### src/rtl/qos_pkg.sv
// Shared definitions for the two-VC QoS scheduler: FSM encodings,
// the destination-select bit of a head word, and default widths.
package qos_pkg;

    localparam logic [1:0] ST_RESET  = 2'd0;
    localparam logic [1:0] ST_INIT   = 2'd1;
    localparam logic [1:0] ST_IDLE   = 2'd2;
    localparam logic [1:0] ST_ACTIVE = 2'd3;

    localparam int DEST_BIT  = 4;
    localparam int DEF_BW    = 6;
    localparam int DEF_LEN4  = 4;
    localparam int DEF_LEN16 = 16;
    localparam int DEF_WW    = 3;
    localparam int DEF_CW    = 8;

    typedef enum logic {
        VC0 = 1'b0,
        VC1 = 1'b1
    } vc_e;

endpackage

### src/rtl/vc_qos_scheduler_if.sv
// FIFO-side bundle of the scheduler: VC FIFO status/head words, destination
// backpressure and the pop strobes returned to the VC FIFOs.
interface vc_qos_scheduler_if #(
    parameter int BW = qos_pkg::DEF_BW
);
    logic          VC0_empty;
    logic          VC1_empty;
    logic [BW-1:0] VC0_head;
    logic [BW-1:0] VC1_head;
    logic          D0_almost_full;
    logic          D1_almost_full;
    logic          VC0_rd;
    logic          VC1_rd;

    modport master (
        input  VC0_empty, VC1_empty, VC0_head, VC1_head,
        input  D0_almost_full, D1_almost_full,
        output VC0_rd, VC1_rd
    );

    modport slave (
        output VC0_empty, VC1_empty, VC0_head, VC1_head,
        output D0_almost_full, D1_almost_full,
        input  VC0_rd, VC1_rd
    );
endinterface

### src/rtl/wrr_arb2.sv
// Two-requester weighted round-robin: the owner keeps the grant for up to its
// weight in consecutive pops, then yields; an idle competitor never blocks it.
module wrr_arb2
    import qos_pkg::*;
#(
    parameter int WW = DEF_WW
) (
    input  logic          clk,
    input  logic          reset_L,
    input  logic          clear,
    input  logic          enable,
    input  logic [WW-1:0] weight0,
    input  logic [WW-1:0] weight1,
    input  logic [1:0]    elig,
    output logic [1:0]    grant
);

    vc_e           owner;
    logic [WW-1:0] run;
    logic [WW-1:0] w0_eff;
    logic [WW-1:0] w1_eff;
    logic [WW-1:0] w_own;
    logic          elig_own;
    logic          elig_oth;
    logic          take_own;
    logic          take_oth;

    assign w0_eff   = (weight0 == '0) ? WW'(1) : weight0;
    assign w1_eff   = (weight1 == '0) ? WW'(1) : weight1;
    assign w_own    = (owner == VC1) ? w1_eff : w0_eff;
    assign elig_own = (owner == VC1) ? elig[1] : elig[0];
    assign elig_oth = (owner == VC1) ? elig[0] : elig[1];

    // NOTE: every always_comb output gets a default first so no path leaves it unassigned (no latch).
    always_comb begin
        take_own = 1'b0;
        take_oth = 1'b0;
        if (enable) begin
            if (elig_own && (run < w_own)) take_own = 1'b1;
            else if (elig_oth)             take_oth = 1'b1;
            else if (elig_own)             take_own = 1'b1;
        end
    end

    always_comb begin
        grant = 2'b00;
        if (take_own) grant[owner]  = 1'b1;
        if (take_oth) grant[~owner] = 1'b1;
    end

    // NOTE: sequential state uses non-blocking assignments; reset is synchronous, sampled on the edge.
    always_ff @(posedge clk) begin
        if (!reset_L || clear) begin
            owner <= VC0;
            run   <= '0;
        end else if (take_oth) begin
            owner <= vc_e'(~owner);
            run   <= WW'(1);
        end else if (take_own) begin
            run   <= (run < w_own) ? run + WW'(1) : WW'(1);
        end
    end

endmodule

### src/rtl/vc_qos_scheduler.sv
// Central QoS controller: bring-up FSM, threshold latching during INIT, and
// weighted round-robin VC pops gated by destination backpressure.
module vc_qos_scheduler
    import qos_pkg::*;
#(
    parameter int BW       = DEF_BW,
    parameter int LEN4     = DEF_LEN4,
    parameter int LEN16    = DEF_LEN16,
    parameter int WW       = DEF_WW,
    parameter int DEST_BIT = qos_pkg::DEST_BIT,
    parameter int CW       = DEF_CW
) (
    input  logic               clk,
    input  logic               reset_L,
    input  logic               init,
    input  logic [WW-1:0]      cfg_weight0,
    input  logic [WW-1:0]      cfg_weight1,
    input  logic [LEN16-1:0]   cfg_umbralV_high,
    input  logic [LEN16-1:0]   cfg_umbralV_low,
    input  logic [LEN4-1:0]    cfg_umbralD_high,
    input  logic [LEN4-1:0]    cfg_umbralD_low,
    vc_qos_scheduler_if.master fifo,
    output logic               sel_vc1,
    output logic [LEN16-1:0]   UmbralV_HIGH,
    output logic [LEN16-1:0]   UmbralV_LOW,
    output logic [LEN4-1:0]    UmbralD_HIGH,
    output logic [LEN4-1:0]    UmbralD_LOW,
    output logic [1:0]         state,
    output logic [CW-1:0]      grant_cnt0,
    output logic [CW-1:0]      grant_cnt1,
    output logic               idle
);

    localparam int DEST_IDX = (DEST_BIT < BW) ? DEST_BIT : BW - 1;

    logic [1:0]    state_n;
    logic [WW-1:0] weight0_q;
    logic [WW-1:0] weight1_q;
    logic [1:0]    elig;
    logic [1:0]    grant;
    logic          arb_enable;
    logic          arb_clear;
    logic          in_setup;

    assign in_setup = (state == ST_RESET) || (state == ST_INIT);
    assign idle     = (state == ST_IDLE);

    // A head word whose destination is about to fill is not eligible, so it never stalls the other VC.
    assign elig[0] = !fifo.VC0_empty &&
                     !(fifo.VC0_head[DEST_IDX] ? fifo.D1_almost_full : fifo.D0_almost_full);
    assign elig[1] = !fifo.VC1_empty &&
                     !(fifo.VC1_head[DEST_IDX] ? fifo.D1_almost_full : fifo.D0_almost_full);

    // reset_L in the enable drops the strobes in the very cycle reset is sampled.
    assign arb_enable = reset_L && (state == ST_ACTIVE) && !init;
    assign arb_clear  = in_setup;

    wrr_arb2 #(.WW(WW)) u_arb (
        .clk     (clk),
        .reset_L (reset_L),
        .clear   (arb_clear),
        .enable  (arb_enable),
        .weight0 (weight0_q),
        .weight1 (weight1_q),
        .elig    (elig),
        .grant   (grant)
    );

    assign fifo.VC0_rd = grant[0];
    assign fifo.VC1_rd = grant[1];

    always_comb begin
        state_n = state;
        case (state)
            ST_RESET:  state_n = ST_INIT;
            ST_INIT:   if (!init) state_n = ST_IDLE;
            ST_IDLE: begin
                if (init)                                    state_n = ST_INIT;
                else if (!fifo.VC0_empty || !fifo.VC1_empty) state_n = ST_ACTIVE;
            end
            ST_ACTIVE: begin
                if (init)                                   state_n = ST_INIT;
                else if (fifo.VC0_empty && fifo.VC1_empty)  state_n = ST_IDLE;
            end
            default:   state_n = ST_RESET;
        endcase
    end

    always_ff @(posedge clk) begin
        if (!reset_L) begin
            state        <= ST_RESET;
            sel_vc1      <= 1'b0;
            UmbralV_HIGH <= '0;
            UmbralV_LOW  <= '0;
            UmbralD_HIGH <= '0;
            UmbralD_LOW  <= '0;
            weight0_q    <= '0;
            weight1_q    <= '0;
            grant_cnt0   <= '0;
            grant_cnt1   <= '0;
        end else begin
            state <= state_n;
            if (state == ST_INIT) begin
                UmbralV_HIGH <= cfg_umbralV_high;
                UmbralV_LOW  <= cfg_umbralV_low;
                UmbralD_HIGH <= cfg_umbralD_high;
                UmbralD_LOW  <= cfg_umbralD_low;
                weight0_q    <= cfg_weight0;
                weight1_q    <= cfg_weight1;
            end
            // sel_vc1 lines up with the read data of the pop it follows; it holds when nothing pops.
            if (grant != 2'b00) sel_vc1 <= grant[1];
            if (in_setup) begin
                grant_cnt0 <= '0;
                grant_cnt1 <= '0;
            end else begin
                if (grant[0] && (grant_cnt0 != '1)) grant_cnt0 <= grant_cnt0 + CW'(1);
                if (grant[1] && (grant_cnt1 != '1)) grant_cnt1 <= grant_cnt1 + CW'(1);
            end
        end
    end

endmodule

### src/flat_wrapper.sv
// flat-port wrapper written by rule: the top's interface ports become plain ports
module vc_qos_scheduler_flat import qos_pkg::*;
#(
    parameter int BW       = DEF_BW,
    parameter int LEN4     = DEF_LEN4,
    parameter int LEN16    = DEF_LEN16,
    parameter int WW       = DEF_WW,
    parameter int DEST_BIT = qos_pkg::DEST_BIT,
    parameter int CW       = DEF_CW
)
  (clk, reset_L, init, cfg_weight0, cfg_weight1, cfg_umbralV_high, cfg_umbralV_low, cfg_umbralD_high, cfg_umbralD_low, sel_vc1, UmbralV_HIGH, UmbralV_LOW, UmbralD_HIGH, UmbralD_LOW, state, grant_cnt0, grant_cnt1, idle, fifo_VC0_empty, fifo_VC1_empty, fifo_VC0_head, fifo_VC1_head, fifo_D0_almost_full, fifo_D1_almost_full, fifo_VC0_rd, fifo_VC1_rd);
  vc_qos_scheduler_if #(.BW(BW)) fifo_i ();
  input  logic clk;
  input  logic reset_L;
  input  logic init;
  input  logic [WW-1:0] cfg_weight0;
  input  logic [WW-1:0] cfg_weight1;
  input  logic [LEN16-1:0] cfg_umbralV_high;
  input  logic [LEN16-1:0] cfg_umbralV_low;
  input  logic [LEN4-1:0] cfg_umbralD_high;
  input  logic [LEN4-1:0] cfg_umbralD_low;
  output logic sel_vc1;
  output logic [LEN16-1:0] UmbralV_HIGH;
  output logic [LEN16-1:0] UmbralV_LOW;
  output logic [LEN4-1:0] UmbralD_HIGH;
  output logic [LEN4-1:0] UmbralD_LOW;
  output logic [1:0] state;
  output logic [CW-1:0] grant_cnt0;
  output logic [CW-1:0] grant_cnt1;
  output logic idle;
  input wire logic [$bits(fifo_i.VC0_empty)-1:0] fifo_VC0_empty;
  input wire logic [$bits(fifo_i.VC1_empty)-1:0] fifo_VC1_empty;
  input wire logic [$bits(fifo_i.VC0_head)-1:0] fifo_VC0_head;
  input wire logic [$bits(fifo_i.VC1_head)-1:0] fifo_VC1_head;
  input wire logic [$bits(fifo_i.D0_almost_full)-1:0] fifo_D0_almost_full;
  input wire logic [$bits(fifo_i.D1_almost_full)-1:0] fifo_D1_almost_full;
  output wire logic [$bits(fifo_i.VC0_rd)-1:0] fifo_VC0_rd;
  output wire logic [$bits(fifo_i.VC1_rd)-1:0] fifo_VC1_rd;
  assign fifo_i.VC0_empty = fifo_VC0_empty;
  assign fifo_i.VC1_empty = fifo_VC1_empty;
  assign fifo_i.VC0_head = fifo_VC0_head;
  assign fifo_i.VC1_head = fifo_VC1_head;
  assign fifo_i.D0_almost_full = fifo_D0_almost_full;
  assign fifo_i.D1_almost_full = fifo_D1_almost_full;
  assign fifo_VC0_rd = fifo_i.VC0_rd;
  assign fifo_VC1_rd = fifo_i.VC1_rd;
  vc_qos_scheduler #(.BW(BW), .LEN4(LEN4), .LEN16(LEN16), .WW(WW), .DEST_BIT(DEST_BIT), .CW(CW)) u_core (.clk(clk), .reset_L(reset_L), .init(init), .cfg_weight0(cfg_weight0), .cfg_weight1(cfg_weight1), .cfg_umbralV_high(cfg_umbralV_high), .cfg_umbralV_low(cfg_umbralV_low), .cfg_umbralD_high(cfg_umbralD_high), .cfg_umbralD_low(cfg_umbralD_low), .fifo(fifo_i), .sel_vc1(sel_vc1), .UmbralV_HIGH(UmbralV_HIGH), .UmbralV_LOW(UmbralV_LOW), .UmbralD_HIGH(UmbralD_HIGH), .UmbralD_LOW(UmbralD_LOW), .state(state), .grant_cnt0(grant_cnt0), .grant_cnt1(grant_cnt1), .idle(idle));
endmodule
### config.mk
export PLATFORM = sky130hd
export DESIGN_NAME = vc_qos_scheduler_flat
export DESIGN_NICKNAME = d
export VERILOG_FILES = /design/src/rtl/qos_pkg.sv /design/src/rtl/vc_qos_scheduler_if.sv /design/src/rtl/wrr_arb2.sv /design/src/rtl/vc_qos_scheduler.sv /design/src/flat_wrapper.sv
export SDC_FILE = /design/constraint.sdc
export NUM_CORES = 1
export LEC_CHECK = 0
export ABC_CLOCK_PERIOD_IN_PS = 2430
export CAP_MARGIN = 20
export CORE_MARGIN = 2
export CORE_UTILIZATION = 39
export CTS_CLUSTER_DIAMETER = 50
export DETAILED_ROUTE_END_ITERATION = 8
export PLACE_DENSITY = 0.77
export SYNTH_ARGS = -nofsm -noshare
export SYNTH_HDL_FRONTEND = slang
export SYNTH_SLANG_ARGS = --single-unit
### constraint.sdc
create_clock -name clk -period 2.43 [get_ports clk]
set_clock_uncertainty 0.15 [all_clocks]
set_input_delay 0.486 -clock clk [delete_from_list [all_inputs] [get_ports clk]]
set_output_delay 0.486 -clock clk [all_outputs]
set_load 0.05 [all_outputs]
==> out/metrics.cfg <==
[power]
p_per_area_nw_per_um2=544
pwr-share-clk_pct=32.8
pwr-share-comb_pct=21.4
p_leak_nw=1.79
ir_drop_mv=0.297
internal-power_mw=1.90
p_switching_mw=0.749
seqPwrFrac_pct=45.8
sw_frac_of_total_pct=28.3

[cts]
path_clk_slew_ns=0.07
cts_root_buffer=clkbuf_8
hold_buffers=0
clk_latency_ns=0.34
cts_made_buffers=9
clock_sinks=69
clock_path_buffers=2
cts_tree=done
htreeDepth=3

[worst_setup_path]
start_kind=flip-flop
end_kind=primary output
rr_startpoint=u_core.u_arb.owner
path_buf_inv=3
slowest_stage=dfxtp_4
cp_cell_sequence=mux2i_1 > ha_1 > o21a_1 > o211ai_1 > buf_4 > buf_6 > a31oi_4 > buf_12
setup.worst_path.class=flip-flop to primary output
cp.arrival_ns=2.13
max_stage_delay_ns=0.37
worstSetupStartpoint=u_core.u_arb.owner
path_max_fanout=4
critPathTopFamily=compound AO/OA/AOI/OAI gates
required_ns=1.79

[drt]
first_pass_iters=4
avgViaCountPerCell=5.08
routedWlPerCell_um=13.8
wl_um=8450
drcViolationCount=0
drtAntennaViolNets=0
drt_iter0_drc=164
via_count=3103

[synthesis]
synth_cell_types=49
synth_cells=366
netlist_area_um2=3080
seq_area_frac_synth_pct=44.8
async_reset_ff_share_pct=0
syn-num-nets=436
ys_ff_latch=69
avgSynthCellArea_um2=8.42
yosysTopAreaCellShare_pct=44.8
synth_edf_count=0
dominantRegCellSynth=dfxtp_1
yosys_warnings=0
synth_top_area_cell=dfxtp_1
synth_area_leaders=dfxtp_1 45%, nand2_1 13%, a21boi_0 11%

[finish]
mostFrequentLayoutCell=clkdlybuf4s50_1
layout.nets=576
layout-drive-gt1-share_pct=15.3
final_cell_area_um2=4860
areaGrowthSynthToFinish_pct=57.7
final_cell_mix=112 x clkdlybuf4s50_1, 103 x nand2_1, 68 x dfxtp_1, 46 x a21boi_0, 28 x buf_4
antenna_cells=0

[placed_design]
dp_hpwl_um=5970
place_area_um2=4570
io_buffers=116
place.gp.congestion=0.777

[sta]
worstMarginPinSlew_ns=0.530
finalWorstSetupSlack_ns=-0.337
slew_headroom_pct=64.6
finalMaxSlewViolations=0
finalSetupViolCount=10
finalSetupTns_ns=-1.56
fmax_ghz=0.361
rsz0062_at_grt=yes
fin_crit_ns=2.77
post-route-period-util_pct=114
hold_viol_final=0

[status]
status=complete, but fails checks
violations=setup timing

[floorplanning]
initial_core_util_pct=40.1
die-area_um2=8630
core_area_um2=7690
die_h_um=92.9
die_w_um=92.9
num_rows=32
io_pins=127

[global_route]
grt_max_degree=50
gr-total-overflow=0
grt_pass1_vias=3121
grt_pass1_wl_um=13800
antenna_found_initial=0
grt_util_all_layers_pct=19.7

[run]
drv_cap=0

[min_path]
hp-class=flip-flop to flip-flop
holdCritStartpoint=u_core.UmbralV_LOW[5]

==> power groups by stage <==
stage / clock (mW) / combinational (mW) / sequential [mW]
2_1_floorplan: 0 / 0.149 / 1.39
4_1_cts: 0.893 / 0.562 / 1.21
6_report: 0.869 / 0.566 / 1.21
3_3_place_gp: 0 / 0.543 / 1.23
3_5_place_dp: 0 / 0.550 / 1.24
5_1_grt: 0.944 / 0.607 / 1.22
==> worst min-delay path, delay by kind of cell, from the launching register on <==
family	cells	cell delay, ns
AO/OA/AOI/OAI	1	0.06
flip-flops	1	0.31
AND/OR/NAND/NOR	1	0.04
==> metrics by stage <==
stage / instances / util [%] / hold WS [ns] / setup slack, ns / power, mW
floorplan: 366 / - / 0.288 / -0.278 / 1.54
global placement: 593 / 59.5 / 0.299 / -0.0847 / 1.78
global route: 611 / 63.2 / 0.336 / -0.420 / 2.77
finish: 611 / 63.2 / 0.310 / -0.337 / 2.64
detailed placement: 593 / 59.5 / 0.306 / -0.123 / 1.79
CTS: 609 / 62.3 / 0.314 / -0.299 / 2.67
==> path summary, 6_finish.rpt <==
check / end / slack, ns / cells after the start
worst max-delay path: fifo_VC1_rd / -0.34 / 8
worst min-delay path: u_core.UmbralV_LOW[5] / 0.31 / 2
worst max register to register: u_core.grant_cnt0[5] / -0.19 / 10
worst min register to register: u_core.UmbralV_LOW[5] / 0.31 / 2
==> logic make-up (layout without fill, tap and decap cells) <==
| group | Yosys count | after routing | synth area share, % |
|---|---|---|---|
| AND/OR/NAND/NOR | 166 | 166 | 24.4 |
| multiplexers | 3 | 3 | 0.974 |
| buffers and inverters | 22 | 165 | 2.84 |
| AO/OA/AOI/OAI | 100 | 100 | 24.6 |
| flip-flops | 69 | 69 | 44.8 |
| XOR/XNOR | 1 | 1 | 0.284 |
| adder cells (fa/ha/maj) | 5 | 5 | 2.03 |
==> layer usage <==
metal / up-vias / track usage, % / share of wire (%)
met3: 17 / 9.11 / 8.7
met4: 0 / 7.23 / 1.8
met5: - / 0 / 0
met1: 1433 / 22.1 / 41
met2: 99 / 32.8 / 48
li1: 1554 / - / -
==> repair_timing <==
action | in CTS | in global routing
setup endpoints to repair | 7 | 19
gates cloned | 0 | 1
resized for setup | 5 | 17
pin swaps | 5 | 9
buffers inserted | 2 | 1
==> Yosys cell counts, drive strengths merged, types with 2 or more instances <==
library cell,instances
nor2b,5
mux2i,3
a211oi,2
nand3b,5
o31ai,3
nand2b,2
nand3,9
a31o,2
nand4,5
dfxtp,69
nor2,15
o211a,2
a211o,2
o21a,2
or3,2
clkbuf,17
nand2,103
a31oi,3
and3,7
o311ai,2
a21oi,14
o211ai,2
a21boi,46
ha,5
buf,2
inv,3
nor3b,3
a21o,2
or4,4
o221ai,2
a21bo,3
o21ai,9
nor3,3
==> layout make-up <==
class                           count  area (um2)
Clock buffer                       13         179
Tap cell                          102         128
Fill cell                         681        2830
Inverter                            3        11.3
Clock inverter                      1        5.00
Timing Repair Buffer              148        1460
Multi-Input combinational cell    275        1700
Sequential cell                    69        1390
==> sequential cells by signal, indices dropped and copies added, names as in the netlist <==
name,flops
u_core.weight0_q,3
u_core.UmbralV_LOW,16
u_core.UmbralD_LOW,4
u_core.UmbralD_HIGH,4
u_core.sel_vc1,1
u_core.weight1_q,3
u_core.u_arb.run,3
u_core.grant_cnt0,8
u_core.u_arb.owner,1
u_core.state,2
u_core.grant_cnt1,8
u_core.UmbralV_HIGH,16
(Power assumes the default switching activity.)
